[src/rtl/anita3_scaler_pkg.sv]
// Shared definitions for the ANITA-3 scaler snapshot controller: FSM encoding,
// channel/address widths and the read-request payload.
package anita3_scaler_pkg;

  localparam int unsigned CH_W   = 16;
  localparam int unsigned ADDR_W = 4;
  localparam int unsigned SEQ_W  = 8;

  typedef enum logic [1:0] {
    ST_IDLE    = 2'd0,
    ST_CAPTURE = 2'd1,
    ST_SWAP    = 2'd2
  } snap_state_e;

  typedef struct packed {
    logic              vld;
    logic [ADDR_W-1:0] addr;
  } rd_req_t;

endpackage

[src/rtl/anita3_scaler_snapshot_ctrl_if.sv]
// Request/acknowledge bundle for the two read ports; master = requester side,
// slave = arbiter side.
interface anita3_scaler_snapshot_ctrl_if;
  logic req_a;
  logic req_b;
  logic ack_a;
  logic ack_b;

  modport master (output req_a, output req_b, input ack_a, input ack_b);
  modport slave  (input req_a, input req_b, output ack_a, output ack_b);
endinterface

[src/rtl/anita3_rr_arb2.sv]
// Two-way round-robin arbiter with registered grant (the acknowledge).
// A port is masked while its own ack is high, since it still holds req then.
module anita3_rr_arb2 (
  input  logic                          clk_i,
  input  logic                          rst_i,
  anita3_scaler_snapshot_ctrl_if.slave  bus,
  output logic                          gnt_a_c,
  output logic                          gnt_b_c
);

  logic ack_a_q;
  logic ack_b_q;
  logic prio_b_q;
  logic req_a_m;
  logic req_b_m;

  always_comb begin
    req_a_m = bus.req_a & ~ack_a_q;
    req_b_m = bus.req_b & ~ack_b_q;
    gnt_a_c = req_a_m & (~req_b_m | ~prio_b_q);
    gnt_b_c = req_b_m & (~req_a_m |  prio_b_q);
  end

  always_ff @(posedge clk_i) begin
    if (rst_i) begin
      ack_a_q  <= 1'b0;
      ack_b_q  <= 1'b0;
      prio_b_q <= 1'b0;
    end else begin
      ack_a_q <= gnt_a_c;
      ack_b_q <= gnt_b_c;
      if (gnt_a_c) begin
        prio_b_q <= 1'b1;
      end else if (gnt_b_c) begin
        prio_b_q <= 1'b0;
      end
    end
  end

  assign bus.ack_a = ack_a_q;
  assign bus.ack_b = ack_b_q;

endmodule

[src/rtl/anita3_scaler_snapshot_ctrl.sv]
// Double-buffered PPS scaler snapshot with two arbitrated read ports.
// Optional XOR checksum at address NCH when SCALER_CHECKSUM_EN is defined.
module anita3_scaler_snapshot_ctrl
  import anita3_scaler_pkg::*;
#(
  parameter int unsigned NCH = 8
) (
  input  logic                  clk33_i,
  input  logic                  rst_i,
  input  logic                  pps_clk33_i,
  input  logic [CH_W*NCH-1:0]   scaler_i,
  input  logic                  ra_req_i,
  input  logic                  rb_req_i,
  input  logic [ADDR_W-1:0]     ra_addr_i,
  input  logic [ADDR_W-1:0]     rb_addr_i,
  output logic                  ra_ack_o,
  output logic                  rb_ack_o,
  output logic [CH_W-1:0]       rd_data_o,
  output logic                  busy_o,
  output logic [SEQ_W-1:0]      snap_seq_o,
  output logic                  overrun_o
);

  snap_state_e          state_q;
  logic [ADDR_W-1:0]    idx_q;
  logic                 busy_q;
  logic                 ovr_q;
  logic                 act_q;
  logic [SEQ_W-1:0]     seq_q;
  logic [CH_W-1:0]      bank_q [2][NCH];
  logic [CH_W-1:0]      rd_data_q;
`ifdef SCALER_CHECKSUM_EN
  logic [CH_W-1:0]      csum_q [2];
`endif

  logic                 shd_c;
  logic [CH_W-1:0]      cap_ch_c;
  logic                 gnt_a_c;
  logic                 gnt_b_c;
  rd_req_t              rd_req_c;
  logic [CH_W-1:0]      rd_word_c;

  anita3_scaler_snapshot_ctrl_if arb_if ();

  assign arb_if.req_a = ra_req_i;
  assign arb_if.req_b = rb_req_i;

  anita3_rr_arb2 u_arb (
    .clk_i   (clk33_i),
    .rst_i   (rst_i),
    .bus     (arb_if),
    .gnt_a_c (gnt_a_c),
    .gnt_b_c (gnt_b_c)
  );

  assign shd_c = ~act_q;

  // Channel selected by the capture index.
  always_comb begin
    cap_ch_c = '0;
    for (int k = 0; k < NCH; k++) begin
      if (idx_q == ADDR_W'(k)) begin
        cap_ch_c = scaler_i[CH_W*k +: CH_W];
      end
    end
  end

  // Read lookup against the bank active in the grant cycle.
  always_comb begin
    rd_req_c.vld  = gnt_a_c | gnt_b_c;
    rd_req_c.addr = gnt_b_c ? rb_addr_i : ra_addr_i;
    rd_word_c     = '0;
    for (int k = 0; k < NCH; k++) begin
      if (rd_req_c.addr == ADDR_W'(k)) begin
        rd_word_c = bank_q[act_q][k];
      end
    end
`ifdef SCALER_CHECKSUM_EN
    if (rd_req_c.addr == ADDR_W'(NCH)) begin
      rd_word_c = csum_q[act_q];
    end
`endif
  end

  always_ff @(posedge clk33_i) begin
    if (rst_i) begin
      rd_data_q <= '0;
    end else if (rd_req_c.vld) begin
      rd_data_q <= rd_word_c;
    end
  end

  // Snapshot FSM; the shadow bank is filled one channel per cycle, then swapped.
  always_ff @(posedge clk33_i) begin
    if (rst_i) begin
      state_q <= ST_IDLE;
      idx_q   <= '0;
      busy_q  <= 1'b0;
      ovr_q   <= 1'b0;
      act_q   <= 1'b0;
      seq_q   <= '0;
      for (int b = 0; b < 2; b++) begin
        for (int k = 0; k < NCH; k++) begin
          bank_q[b][k] <= '0;
        end
      end
`ifdef SCALER_CHECKSUM_EN
      csum_q[0] <= '0;
      csum_q[1] <= '0;
`endif
    end else begin
      case (state_q)
        ST_IDLE: begin
          if (pps_clk33_i) begin
            state_q <= ST_CAPTURE;
            idx_q   <= '0;
            busy_q  <= 1'b1;
          end
        end
        ST_CAPTURE: begin
          if (pps_clk33_i) begin
            ovr_q <= 1'b1;
          end
          for (int k = 0; k < NCH; k++) begin
            if (idx_q == ADDR_W'(k)) begin
              bank_q[shd_c][k] <= cap_ch_c;
            end
          end
`ifdef SCALER_CHECKSUM_EN
          csum_q[shd_c] <= (idx_q == '0) ? cap_ch_c : (csum_q[shd_c] ^ cap_ch_c);
`endif
          if (idx_q == ADDR_W'(NCH - 1)) begin
            state_q <= ST_SWAP;
          end else begin
            idx_q <= idx_q + ADDR_W'(1);
          end
        end
        ST_SWAP: begin
          if (pps_clk33_i) begin
            ovr_q <= 1'b1;
          end
          act_q   <= ~act_q;
          seq_q   <= seq_q + SEQ_W'(1);
          idx_q   <= '0;
          busy_q  <= 1'b0;
          state_q <= ST_IDLE;
        end
        default: begin
          state_q <= ST_IDLE;
          idx_q   <= '0;
          busy_q  <= 1'b0;
        end
      endcase
    end
  end

  assign ra_ack_o   = arb_if.ack_a;
  assign rb_ack_o   = arb_if.ack_b;
  assign rd_data_o  = rd_data_q;
  assign busy_o     = busy_q;
  assign snap_seq_o = seq_q;
  assign overrun_o  = ovr_q;

endmodule
[config.mk]
export PLATFORM = sky130hd
export DESIGN_NAME = anita3_scaler_snapshot_ctrl
export DESIGN_NICKNAME = d
export VERILOG_FILES = /design/src/rtl/anita3_scaler_pkg.sv /design/src/rtl/anita3_scaler_snapshot_ctrl_if.sv /design/src/rtl/anita3_rr_arb2.sv /design/src/rtl/anita3_scaler_snapshot_ctrl.sv
export SDC_FILE = /design/constraint.sdc
export NUM_CORES = 1
export LEC_CHECK = 0
export ABC_AREA = 1
export CELL_PAD_IN_SITES_DETAIL_PLACEMENT = 0
export CELL_PAD_IN_SITES_GLOBAL_PLACEMENT = 1
export CORE_MARGIN = 4
export CORE_UTILIZATION = 40
export CTS_BUF_LIST = sky130_fd_sc_hd__clkbuf_4 sky130_fd_sc_hd__clkbuf_8
export CTS_CLUSTER_DIAMETER = 40
export DETAILED_ROUTE_END_ITERATION = 16
export HOLD_SLACK_MARGIN = 0.06
export PLACE_DENSITY_LB_ADDON = 0.1
export SLEW_MARGIN = 10
export SYNTH_ARGS = -nofsm -noshare
export SYNTH_HDL_FRONTEND = slang
export SYNTH_SLANG_ARGS = --single-unit
[constraint.sdc]
create_clock -name clk33_i -period 3.1 [get_ports clk33_i]
set_input_delay 0.465 -clock clk33_i [delete_from_list [all_inputs] [get_ports clk33_i]]
set_output_delay 0.465 -clock clk33_i [all_outputs]
set_load 0.03 [all_outputs]
==> impl_metrics.ini <==
[timing]
relSlewSlack_pct = 38.30
setup-violations-final = 0
slew_viol_final = 0
fmax_mhz = 352.6
tns_ps = 0
finalClockSkew_ps = 49.80
rsz0062_at_grt = false
setup_slack_ps = 264.1
post-route-period-util_pct = 91.48
min_period_ps = 2836
worst_pin_slew_ps = 924.5
finalHoldViolations = 0

[grt]
gr-total-overflow = 0
grt_max_degree = 129
antenna_found_initial = 1
first_global_vias = 11150
grt.total_usage_pct = 22.36
grt_pass1_wl_microns = 65590

[floorplanning]
rows = 67
initial_utilization_pct = 40.84
dieArea_sq_um = 37530
fp.dieH_microns = 193.7
num_io_pins = 169
die_w_microns = 193.7
core_sq_um = 33780

[placement]
gp_congestion = 0.8472
place_area_sq_um = 16480
port_buffers = 168
post-dp-hpwl_microns = 28980
dp_slack_ps = -77.88

[critical_path]
crit_type = register to register
reg2reg_to = bank_q[1][59]
worstPathMaxFanout = 17
r2r_cells = 15
reg2reg_slack_ps = 260
endpoint_kind = register
critPathLaunchType = register
required_ps = 3350
timing.rr.start = idx_q[0]
arrival_ps = 3080

[synth]
synth_area_sq_um = 13800
synthMuxAreaShare_pct = 0
syn-num-nets = 1575
synth-simple-area-share_pct = 26.64
yosys_warnings = 0
synth-adder-area-share_pct = 0.7256
synth-xor-area-share_pct = 0.1270
synth_top_family_by_area = simple AND/OR/NAND/NOR gates
yosys.cell_types.count = 37
synth_compound_area_share_pct = 7.328
synth_cells = 1426
avgSynthCellArea_sq_um = 9.674
synth_seq_cells = 293
ys_seq_area_share_pct = 61.09

[clocking]
cts_buffer_depth = 3
path_clk_slew_ps = 50
numCtsBuffers = 50
cts_hold_buf = 0
cts-root-buf = clkbuf_8
cts.sink_count = 293
htreeDepth = 2
cts_tree = built
clk-insertion-delay-late_ps = 580

[finish]
finalNetCount = 1802
drive_gt1_share_pct = 16.49
final_common_cell = nand2_1
final_util_pct = 52.02
final_area_sq_um = 17570
syn2layout_area_growth_pct = 27.38
layout_common_cells = nand2_1 (337), edfxtp_1 (256), nor2_1 (248)

[detailed_routing]
drt_wl_total_microns = 42770
drc = 0
post_drt_wl_per_cell_microns = 19.98
firstDrtPassIters = 5
ant_nets = 0
drt_iter0_markers = 789
vias = 11040
via_per_inst = 5.155

[power_and_ir_drop]
total_power_mw = 9.745
p_leak_nw = 6.844
p_per_area_nw_per_um2 = 554.5
peakVddDrop_uv = 292.6

[hold_path]
hold_class = register to register
hp-start = snap_seq_o[7]
whs_path_depth = 2
whs_endpoint = snap_seq_o[7]

[outcome]
status = complete, no violations

[run]
maxCapViolations = 0
## synthesized netlist by cell type
master,n,share of area (%)
nand2_1,337,9.2
nand2_4,9,0.73
nor2_2,6,0.27
nor3_2,2,0.15
and2_1,5,0.23
o21ai_1,1,0.036
buf_4,2,0.11
edfxtp_1,256,56
clkbuf_1,50,1.4
inv_2,8,0.22
buf_1,6,0.16
a31oi_1,1,0.045
o2111ai_1,1,0.063
ha_1,8,0.73
inv_4,1,0.045
buf_2,17,0.62
nand2_2,4,0.18
xor2_1,1,0.063
nor3_1,5,0.18
a21oi_1,34,1.2
xnor2_1,1,0.063
nor3b_1,2,0.11
nor2_4,7,0.57
o211ai_1,92,5.0
inv_1,51,1.4
nand3_1,110,4.0
nand3_2,1,0.073
inv_8,1,0.082
nand3b_1,1,0.054
a211oi_1,1,0.054
clkbuf_2,3,0.11
dfxtp_1,37,5.4
o21ai_0,23,0.83
or2_2,60,2.7
nand4_1,31,1.4
nor2_1,250,6.8
o31ai_1,1,0.054
## metal layers
layer  wire, microns  vias up  GRT usage [%]
li1                -     5352              -
met1           17820     5284          28.88
met2           21630      334          39.46
met3            2240       66          3.128
met4            1084        0          6.294
met5               0        -              0
## sequential cells by signal, indices dropped and copies added, names as in the netlist, named ones only
name,cells
act_q,1
bank_q,256
busy_o,1
idx_q,4
overrun_o,1
rd_data_o,16
snap_seq_o,8
state_q,2
u_arb.bus.ack_a,1
u_arb.bus.ack_b,1
u_arb.prio_b_q,1
## worst max-delay path, stage by stage, from the launching register on
cell     delay [ps]
dfxtp_1         400
inv_1           100
ha_1            200
inv_1           180
nor2_4          150
nand2_1         160
inv_2            60
nor2_1          100
nand3_1         110
nor2_4          130
inv_4            60
nand2_4          90
o21ai_1          80
buf_4           170
a21oi_2         160
buf_4           360
## through the flow
stage / hold WS (ps) / std cells
global route: 500.9 / 2141
floorplan: 472.9 / 1426
global placement: 450.8 / 2048
finish: 462.8 / 2141
CTS: 466.9 / 2139
detailed placement: 456.5 / 2048
## how the worst max path moves through the flow
stage / from / end / slack, ps
2_1_floorplan: idx_q[1] / bank_q[1][0] / 160
3_3_place_gp: rb_req_i / rd_data_o[0] / -40
3_5_place_dp: rb_req_i / rd_data_o[13] / -80
4_1_cts: idx_q[0] / bank_q[1][101] / 60
5_1_grt: idx_q[0] / bank_q[1][55] / 100
6_report: idx_q[0] / bank_q[1][59] / 260
## what timing repair did
item	CTS	global route
endpoints found under the setup margin	0	246
gates resized for setup	0	2
setup buffers	0	1
## where the power goes
group / internal (mW) / switching, mW
Sequential: 4.68 / 0.0892
Combinational: 0.503 / 0.835
Clock: 2.10 / 1.54
## logic make-up after synthesis
| family | count (synthesis) |
|---|---|
| flip-flops | 293 |
| XOR/XNOR | 2 |
| AND/OR/NAND/NOR | 830 |
| buffers and inverters | 139 |
| AO/OA/AOI/OAI | 154 |
| adder cells (fa/ha/maj) | 8 |
## area by class of cell
class                      count  area (sq um)
timing repair buffer         253          2445
clock inverter                 9         90.09
multi-input combinational    994          4820
sequential                   293          8432
antenna                        1         2.502
tap                          448         560.5
fill                        3126         16210
inverter                      61         239.0
clock buffer                  82         984.7
No activity file was read; power rests on OpenSTA's default activity.
